<file path="config.mk">
export PLATFORM = sky130hd
export DESIGN_NAME = nvram_restore
export DESIGN_NICKNAME = d
export VERILOG_FILES = /design/src/rtl/nvram_restore.sv
export SDC_FILE = /design/constraint.sdc
export NUM_CORES = 2
export LEC_CHECK = 0
export BUFFER_PORTS_ARGS = -buffer_cell sky130_fd_sc_hd__buf_2
export CORE_MARGIN = 4
export CORE_UTILIZATION = 50
export CTS_BUF_LIST = sky130_fd_sc_hd__clkbuf_8
export DETAILED_ROUTE_END_ITERATION = 6
export HOLD_SLACK_MARGIN = 0.06
export PLACE_DENSITY = 0.7
export SYNTH_ARGS = -nofsm -noshare
export SYNTH_HDL_FRONTEND = slang
export SYNTH_SLANG_ARGS = --single-unit
</file>
<file path="constraint.sdc">
create_clock -name clk -period 4.4 [get_ports clk]
set_input_delay 0.88 -clock clk [delete_from_list [all_inputs] [get_ports clk]]
set_output_delay 0.88 -clock clk [all_outputs]
set_load 0.01 [all_outputs]
</file>
<file path="src/rtl/nvram_restore.sv">
// nvram_restore: captures a hiscore/NVRAM dump streamed over the HPS ioctl
// interface into a local buffer, then, after a start delay, halts the CPU and
// replays the buffer into game RAM one byte every two cycles.
//
// Ports:
//   clk, reset_n                       core clock, async active-low reset
//   ioctl_download/index/wr/addr/dout  HPS download stream
//   paused                             core confirms the CPU is halted
//   pause_cpu                          request CPU halt
//   ram_address/ram_data_in/ram_write  game RAM write port
//   busy                               any state other than idle
//   done                               one-cycle pulse after a completed restore
module nvram_restore #(
  parameter int unsigned DUMPWIDTH  = 8,
  parameter int unsigned DUMPINDEX  = 4,
  parameter logic [31:0] STARTDELAY = 32'd1000,
  parameter int unsigned PAUSEPAD   = 4
) (
  input  logic                 clk,
  input  logic                 reset_n,
  input  logic                 ioctl_download,
  input  logic [7:0]           ioctl_index,
  input  logic                 ioctl_wr,
  input  logic [24:0]          ioctl_addr,
  input  logic [7:0]           ioctl_dout,
  input  logic                 paused,
  output logic                 pause_cpu,
  output logic [DUMPWIDTH-1:0] ram_address,
  output logic [7:0]           ram_data_in,
  output logic                 ram_write,
  output logic                 busy,
  output logic                 done
);

  localparam int unsigned Depth = 2 ** DUMPWIDTH;
  localparam int unsigned LenW  = DUMPWIDTH + 1;

  typedef logic [LenW-1:0] len_t;

  typedef enum logic [2:0] {
    StIdle, StCapture, StDelay, StPrePause, StRead, StWrite, StPostPause, StRelease
  } state_e;

  state_e state_q, state_d;
  logic   dl_q;
  len_t   len_q, len_d;
  len_t   idx_q, idx_d;
  logic [31:0] cnt_q, cnt_d;
  logic [7:0]  mem [Depth];
  logic [7:0]  rd_data_q;

  logic                 is_dump, dump_start, dl_fall, cap_we;
  logic [DUMPWIDTH-1:0] cap_addr;
  len_t                 cap_len, idx_inc;
  logic [31:0]          cnt_inc;
  logic                 delay_done, pad_done;

  assign is_dump    = (ioctl_index == 8'(DUMPINDEX));
  assign dump_start = ioctl_download & ~dl_q & is_dump;
  assign dl_fall    = ~ioctl_download & dl_q;
  assign cap_we     = ioctl_download & is_dump & ioctl_wr & (ioctl_addr < 25'(Depth));
  assign cap_addr   = ioctl_addr[DUMPWIDTH-1:0];
  assign cap_len    = len_t'(cap_addr) + len_t'(1);
  assign idx_inc    = idx_q + len_t'(1);
  assign cnt_inc    = cnt_q + 32'd1;
  assign delay_done = (cnt_inc >= STARTDELAY);
  assign pad_done   = (cnt_inc >= 32'(PAUSEPAD));

  // Single-port buffer: a capture write wins, otherwise the restore index is read.
  always_ff @(posedge clk) begin
    if (cap_we) begin
      mem[cap_addr] <= ioctl_dout;
    end else begin
      rd_data_q <= mem[idx_q[DUMPWIDTH-1:0]];
    end
  end

  // Length restarts at a new dump download and tracks highest captured address + 1.
  always_comb begin
    len_d = dump_start ? '0 : len_q;
    if (cap_we && (cap_len > len_d)) len_d = cap_len;
  end

  always_comb begin
    state_d = state_q;
    cnt_d   = cnt_q;
    idx_d   = idx_q;
    unique case (state_q)
      StIdle: begin
        if (dump_start) state_d = StCapture;
      end
      StCapture: begin
        if (dl_fall) begin
          state_d = (len_q != '0) ? StDelay : StIdle;
          cnt_d   = '0;
        end
      end
      StDelay: begin
        if (delay_done) begin
          state_d = StPrePause;
          cnt_d   = '0;
        end else begin
          cnt_d = cnt_inc;
        end
      end
      StPrePause: begin
        if (paused) begin
          if (pad_done) begin
            state_d = StRead;
            cnt_d   = '0;
            idx_d   = '0;
          end else begin
            cnt_d = cnt_inc;
          end
        end
      end
      StRead: begin
        if (paused) state_d = StWrite;
      end
      StWrite: begin
        // Losing paused here drops back to READ without consuming the byte.
        if (paused) begin
          idx_d = idx_inc;
          if (idx_inc < len_q) begin
            state_d = StRead;
          end else begin
            state_d = StPostPause;
            cnt_d   = '0;
          end
        end else begin
          state_d = StRead;
        end
      end
      StPostPause: begin
        if (paused) begin
          if (pad_done) begin
            state_d = StRelease;
            cnt_d   = '0;
          end else begin
            cnt_d = cnt_inc;
          end
        end
      end
      StRelease: state_d = StIdle;
      default:   state_d = StIdle;
    endcase
    // A fresh dump download aborts any restore in progress.
    if (dump_start && (state_q != StCapture)) begin
      state_d = StCapture;
      cnt_d   = '0;
      idx_d   = '0;
    end
  end

  always_ff @(posedge clk or negedge reset_n) begin
    if (!reset_n) begin
      state_q <= StIdle;
      dl_q    <= 1'b0;
      len_q   <= '0;
      idx_q   <= '0;
      cnt_q   <= '0;
    end else begin
      state_q <= state_d;
      dl_q    <= ioctl_download;
      len_q   <= len_d;
      idx_q   <= idx_d;
      cnt_q   <= cnt_d;
    end
  end

  assign pause_cpu   = (state_q == StPrePause) || (state_q == StRead) ||
                       (state_q == StWrite) || (state_q == StPostPause);
  assign ram_write   = (state_q == StWrite) && paused && !dump_start;
  assign ram_address = idx_q[DUMPWIDTH-1:0];
  assign ram_data_in = (state_q == StWrite) ? rd_data_q : 8'h00;
  assign busy        = (state_q != StIdle);
  assign done        = (state_q == StRelease);

endmodule

</file>
# Yosys cells after proc, flatten, opt, wreduce, memory -nomap -nowiden
# Memories as Yosys holds them, arrays and structs flattened. A register that Yosys moved wholly into a read port is not among the register bits.
# Index checks and enable logic that the tools add are counted.
# op_classes
add_sub_neg	3
order_cmp	5
eq_ne	20
n_mux	31
bitwise_logic	8
n_reduce_logical	18
# ops
cell	n
$mux 32	7
$pmux 32 s4	1
$mux 9	6
$add 32x1->32 const B	1
$ge 32x10->1 const B	1
$ge 32x3->1 const B	1
$mux 3	10
$ne 3x3->1 const B	10
$lt 25x9->1 const B	1
$pmux 3 s8	1
$pmux 9 s2	1
$eq 3x3->1 const B	4
$add 8x1->9 const B	1
$add 9x1->9 const B	1
$gt 9x9->1	1
$lt 9x9->1	1
$reduce_bool 9->1	1
$eq 8x3->1 const B	1
$mux 8	1
$reduce_and 8->1	1
$and 1x1->1	6
$eq 3x2->1 const B	2
$ne 3x1->1 const B	2
$reduce_bool 3->1	2
other kinds (12)	21
# word_totals
register_bits	54
ram_bits	2048
input_bits	46
out_inout_bits	20
elab_cells	91
mem_count	1
# mem_list
name	words	word_bits	read_ports	rd_ports_with_merged_regs	write_ports	line	rtl
mem	256	8	1	1	1	49	logic [7:0] mem [Depth];

# Longest topological paths before layout
# logic_depth
ltp_word	7
mapped_depth	17
mapped_depth_nobuf	13

# Worst setup path after synthesis
# OpenSTA, ideal clock, no wires.
# synth_timing
path_type	input to register
start	input ioctl_index[3]
end	register len_q[0]
setup_time_ps	125
arrival_ps	3815
required_ps	4275
path_slack_ps	461
path_stages	15
n_path_buf	2
cell_sequence	nor4b_1 nand4_1 or2_2 clkbuf_1 nand2_1 ha_1 nor2b_1 o21a_1 o21a_1 o211ai_1 a21o_1 a21boi_0 o21ai_0 buf_1 mux2_2
# synth_between
elab_chain_cells	6
# synth_lines
element	line	rtl
start: declaration	22	input logic [7:0] ioctl_index,
$eq 8x3->1 *	58	assign is_dump = (ioctl_index == 8'(DUMPINDEX));
$and 1x1->1 (on tied branches)	59, 61	
$mux 9 or $and 1x1->1 (tied branches)	80, 61	
$gt 9x9->1 or $and 1x1->1 (tied branches)	81, 61	
$logic_and 1x1->1	81	if (cap_we && (cap_len > len_d)) len_d = cap_len;
$mux 9 *	81	
via len_d[0]	46	len_t len_q, len_d;
end signal: assignment	165	len_q <= len_d;
end: declaration	46	
# Mark *: on every way through the listed nets, which the timed path passes. The rest lies on a longest branch.
# A chain may end at the register's enable or synchronous reset.

==> implementation parameters <==
Parameter                              Value

Clocking
  Resized Gates After CTS    0
  Clock tree from TritonCTS    built
  Clock-pin transition on the worst setup and hold timing paths    around 0.060 ns
  Clock sink count    2110
  CTS Buf Count    ~340
  Worst-Skew Late Latency    between 1 and 1.5 ns
  Clock H-tree levels    5
  Root Driver    sky130_fd_sc_hd__clkbuf_8
  Buffers from clock root to sink, at most    4

Synth
  Post-Syn Nets    roughly 3800
  Yosys warns    0
  Cells taking the most area after synthesis    sky130_fd_sc_hd__edfxtp_1 74%, sky130_fd_sc_hd__mux4_2 17%, sky130_fd_sc_hd__dfrtp_1 1.6%
  Post-synth EDFFs    2056
  Share of synthesized registers carrying an async set or reset    about 2.6%
  Synthesized instance count    around 3800
  Ys flop type    sky130_fd_sc_hd__edfxtp_1
  Synth top cells by count    2056 x sky130_fd_sc_hd__edfxtp_1, 640 x sky130_fd_sc_hd__mux4_2, 287 x sky130_fd_sc_hd__nor2_1, 139 x sky130_fd_sc_hd__clkbuf_1, 91 x sky130_fd_sc_hd__nand2_1
  Cell variety after synth    65
  Netlist area before placement    slightly above 80000 um2
  Post-Synthesis Mean Instance Area    22.0 um2
  Cell with the most instances after synthesis    sky130_fd_sc_hd__edfxtp_1
  Yosys top cell area share    between 70% and 80%
  Count of state elements after synthesis    approximately 2100
  Library cell with the largest summed area after synthesis    sky130_fd_sc_hd__edfxtp_1
  Post-synthesis sequential area ratio    roughly three quarters

STA
  Least setup slack across all paths after layout    between 0.5 and 0.6 ns
  Highest achievable clock rate    approximately 260 MHz
  Crit share post-route    between 80% and 90%
  Fin Clk Skew    ~0.066 ns
  Final sum of negative setup slack    0 ns
  Final hold violation count    0
  Worst rel slew slack    between 10% and 20%
  Number of endpoints failing setup at the final stage    0
  Slew Viols, Final    0
  Slew at the pin closest to its max-slew limit    between 1 and 1.5 ns
  Min cycle time layout    between 3 and 4 ns
  Setup repair after global routing missed its margin    false

Power and ir drop
  Switching pwr    roughly 0.012 W
  Clock power share    around a third
  Relative contribution of combinational cells to total power    a little over 20%
  Net switching fraction of the power    about a quarter
  Leakage power    30.4 nW
  Worst ir drop on vdd    roughly 0.3 mV
  PD cells    approximately 500 nW/um2
  Cell internal pwr    roughly 0.035 W
  Sequential share of power    47.1%

Placement
  Worst setup timing slack at the placement stage    0.518 ns
  Post-detail-place hpwl    about 120000 um
  RePlAce Congestion    ~0.84
  Port Buffer Count    65

Routing
  Post-detailed-route DRC marker count    0
  Sum of routed wire length over all layers    193000 um
  Count of vias placed by the detailed router    roughly 41000
  DRT iter0 DRCs    4977
  Via/cell ratio    ~6
  Final antenna-violating net count    0
  Length of the first detailed-routing pass in iterations    5
  Routed WL per cell    around 28 um

Critical path
  Type of destination of the critical path    register
  CP Data Required Time    around 5.1 ns
  Worst reg2reg setup slack    between 0.5 and 0.6 ns
  Arr. time, crit path    about 4.5 ns
  Endpoint of the lowest-slack register-to-register path    rd_data_q[4]
  Peak fanout along the critical path    36
  Worst Setup Start Kind    register
  Reg2Reg Launch Point    idx_q[0]
  Startpoint of the most critical setup path    idx_q[0]
  Logic depth of the worst register-to-register path    8
  CP Class    register to register

Global route
  Wire length of the first global-routing pass    between 200000 and 300000 um
  Antenna violations before repair    11
  Maximum number of pins on one net before global-route repair    between 150 and 200
  Number of global-route vias before repair    between 40000 and 50000
  Congestion Overflow GR    0
  Total track usage    22.5%

Floorplan
  Std-Cell Rows    between 100 and 150
  Initial cell density of the core    roughly 50%
  Die X-Extent    between 400 and 500 um
  Die footprint    between 150000 and 200000 um2
  Number of top-level pins    66
  Die Height    just over 400 um
  Placeable core region    165000 um2

Cells and area
  Area Overhead vs Synth    14.3%
  Final Net Count    between 4000 and 5000
  Fraction of final layout cells with drive strength greater than 1    33.3%

Min path
  Hold-critical path endpoint    len_q[3]
  Min-delay worst type    primary input to register
  Hold Startpoint    ioctl_addr[3]
  Worst Hold Path Cells    3

Flow run
  Total of max-cap violations    0

Run status
  Status    completed
## power by group through the flow
stage                     Clock (W)  Combinational (W)  Sequential (W)
after global placement            0            0.00972          0.0227
after CTS                    0.0157            0.00982          0.0223
after floorplan                   0            0.00662          0.0226
after detailed placement          0            0.00980          0.0227
final                        0.0154            0.00968          0.0223
after global routing         0.0167             0.0102          0.0223
## worst max-delay path, cell delays in order, from the launching register on
cell                       delay, ns
sky130_fd_sc_hd__dfrtp_4        0.61
sky130_fd_sc_hd__buf_12         0.23
sky130_fd_sc_hd__buf_12         0.30
sky130_fd_sc_hd__mux4_2         0.60
sky130_fd_sc_hd__mux4_2         0.47
sky130_fd_sc_hd__a22oi_1        0.55
sky130_fd_sc_hd__nand2_1        0.27
sky130_fd_sc_hd__a22oi_1        0.24
sky130_fd_sc_hd__o221ai_1       0.15
## metrics by stage
step / instance area, um2 / hold slack, ns / power [W] / util [%] / instances
final: 94800 / 0.247 / 0.0474 / 57.5 / 6800
after global routing: 94800 / 0.205 / 0.0493 / 57.5 / 6799
after CTS: 94800 / 0.109 / 0.0479 / 57.5 / 6796
after detailed placement: 88700 / 0.513 / 0.0325 / 53.8 / 6200
after global placement: 88700 / 0.509 / 0.0324 / 53.8 / 6200
after floorplan: 83000 / 0.485 / 0.0292 / - / 3775
## layout by cell type, fill, tap and decap left out, types with 13 or more instances in the layout
master	instances
sky130_fd_sc_hd__edfxtp_1	2056
sky130_fd_sc_hd__mux4_2	640
sky130_fd_sc_hd__buf_4	363
sky130_fd_sc_hd__clkbuf_8	357
sky130_fd_sc_hd__nor2_1	286
sky130_fd_sc_hd__inv_1	141
sky130_fd_sc_hd__nand2_1	91
sky130_fd_sc_hd__clkinv_1	80
sky130_fd_sc_hd__buf_2	57
sky130_fd_sc_hd__dfrtp_1	50
sky130_fd_sc_hd__a22oi_1	42
sky130_fd_sc_hd__and2_1	41
sky130_fd_sc_hd__buf_12	38
sky130_fd_sc_hd__nand3_1	26
sky130_fd_sc_hd__clkinv_2	26
sky130_fd_sc_hd__ha_1	24
sky130_fd_sc_hd__a22o_1	23
sky130_fd_sc_hd__nand4_1	21
sky130_fd_sc_hd__a221oi_1	16
sky130_fd_sc_hd__nor2b_1	13
sky130_fd_sc_hd__nor3_1	13
## sequential cells by signal (all words and copies together) (netlist names)
| signal | flops |
|---|---|
| mem | 2048 |
| cnt_q | 32 |
| idx_q | 9 |
| len_q | 9 |
| rd_data_q | 8 |
| state_q | 3 |
| dl_q | 1 |
## final cells by class
type	count	area (um2)
diodes	4	10.0
clock buffers	357	4910
clock inverters	237	1190
fillers	11829	70200
inverters	28	105
multi-input cells	1407	18800
flip-flops and latches	2110	63100
well taps	2189	2740
repair buffers	468	3910
## kinds of logic (layout without fill, tap and decap cells)
kind of cell	count (synthesis)	in the layout	synth area share (%)
adders and majority gates	24	24	0.362
AOI/OAI and AO/OA	166	166	1.52
other	0	4	0
xor gates and xnor gates	17	17	0.179
DFF	2110	2110	76.0
and+or+nand+nor	545	545	3.05
buffers and inverters	258	1090	1.29
muxes	655	655	17.6
## what timing repair did
| action | 4_1_cts | 5_1_grt |
|---|---|---|
| hold buffers | 2 | 0 |
| hold endpoints to repair | 35 | 0 |
| setup buffers | 0 | 0 |
## layer usage
layer	global-route usage [%]	part of all wire [%]	wire [um]	up-vias
met1	32.3	40	76500	21930
met2	35.8	49	95100	2023
met4	6.48	2.7	5190	0
li1	-	-	-	17084
met5	0	0	0	-
met3	4.37	8.3	15900	324
## worst max-delay path by stage
stage                               to  slack (ns)  depth (start not counted)
final                     rd_data_q[4]        0.58                          8
after global routing      rd_data_q[7]        0.43                          7
after CTS                    ram_write        0.54                          5
after detailed placement      len_q[0]        0.52                         15
after global placement        len_q[0]        0.48                         15
after floorplan               len_q[0]        0.46                         15
No activity file was read; power rests on OpenSTA's default activity.
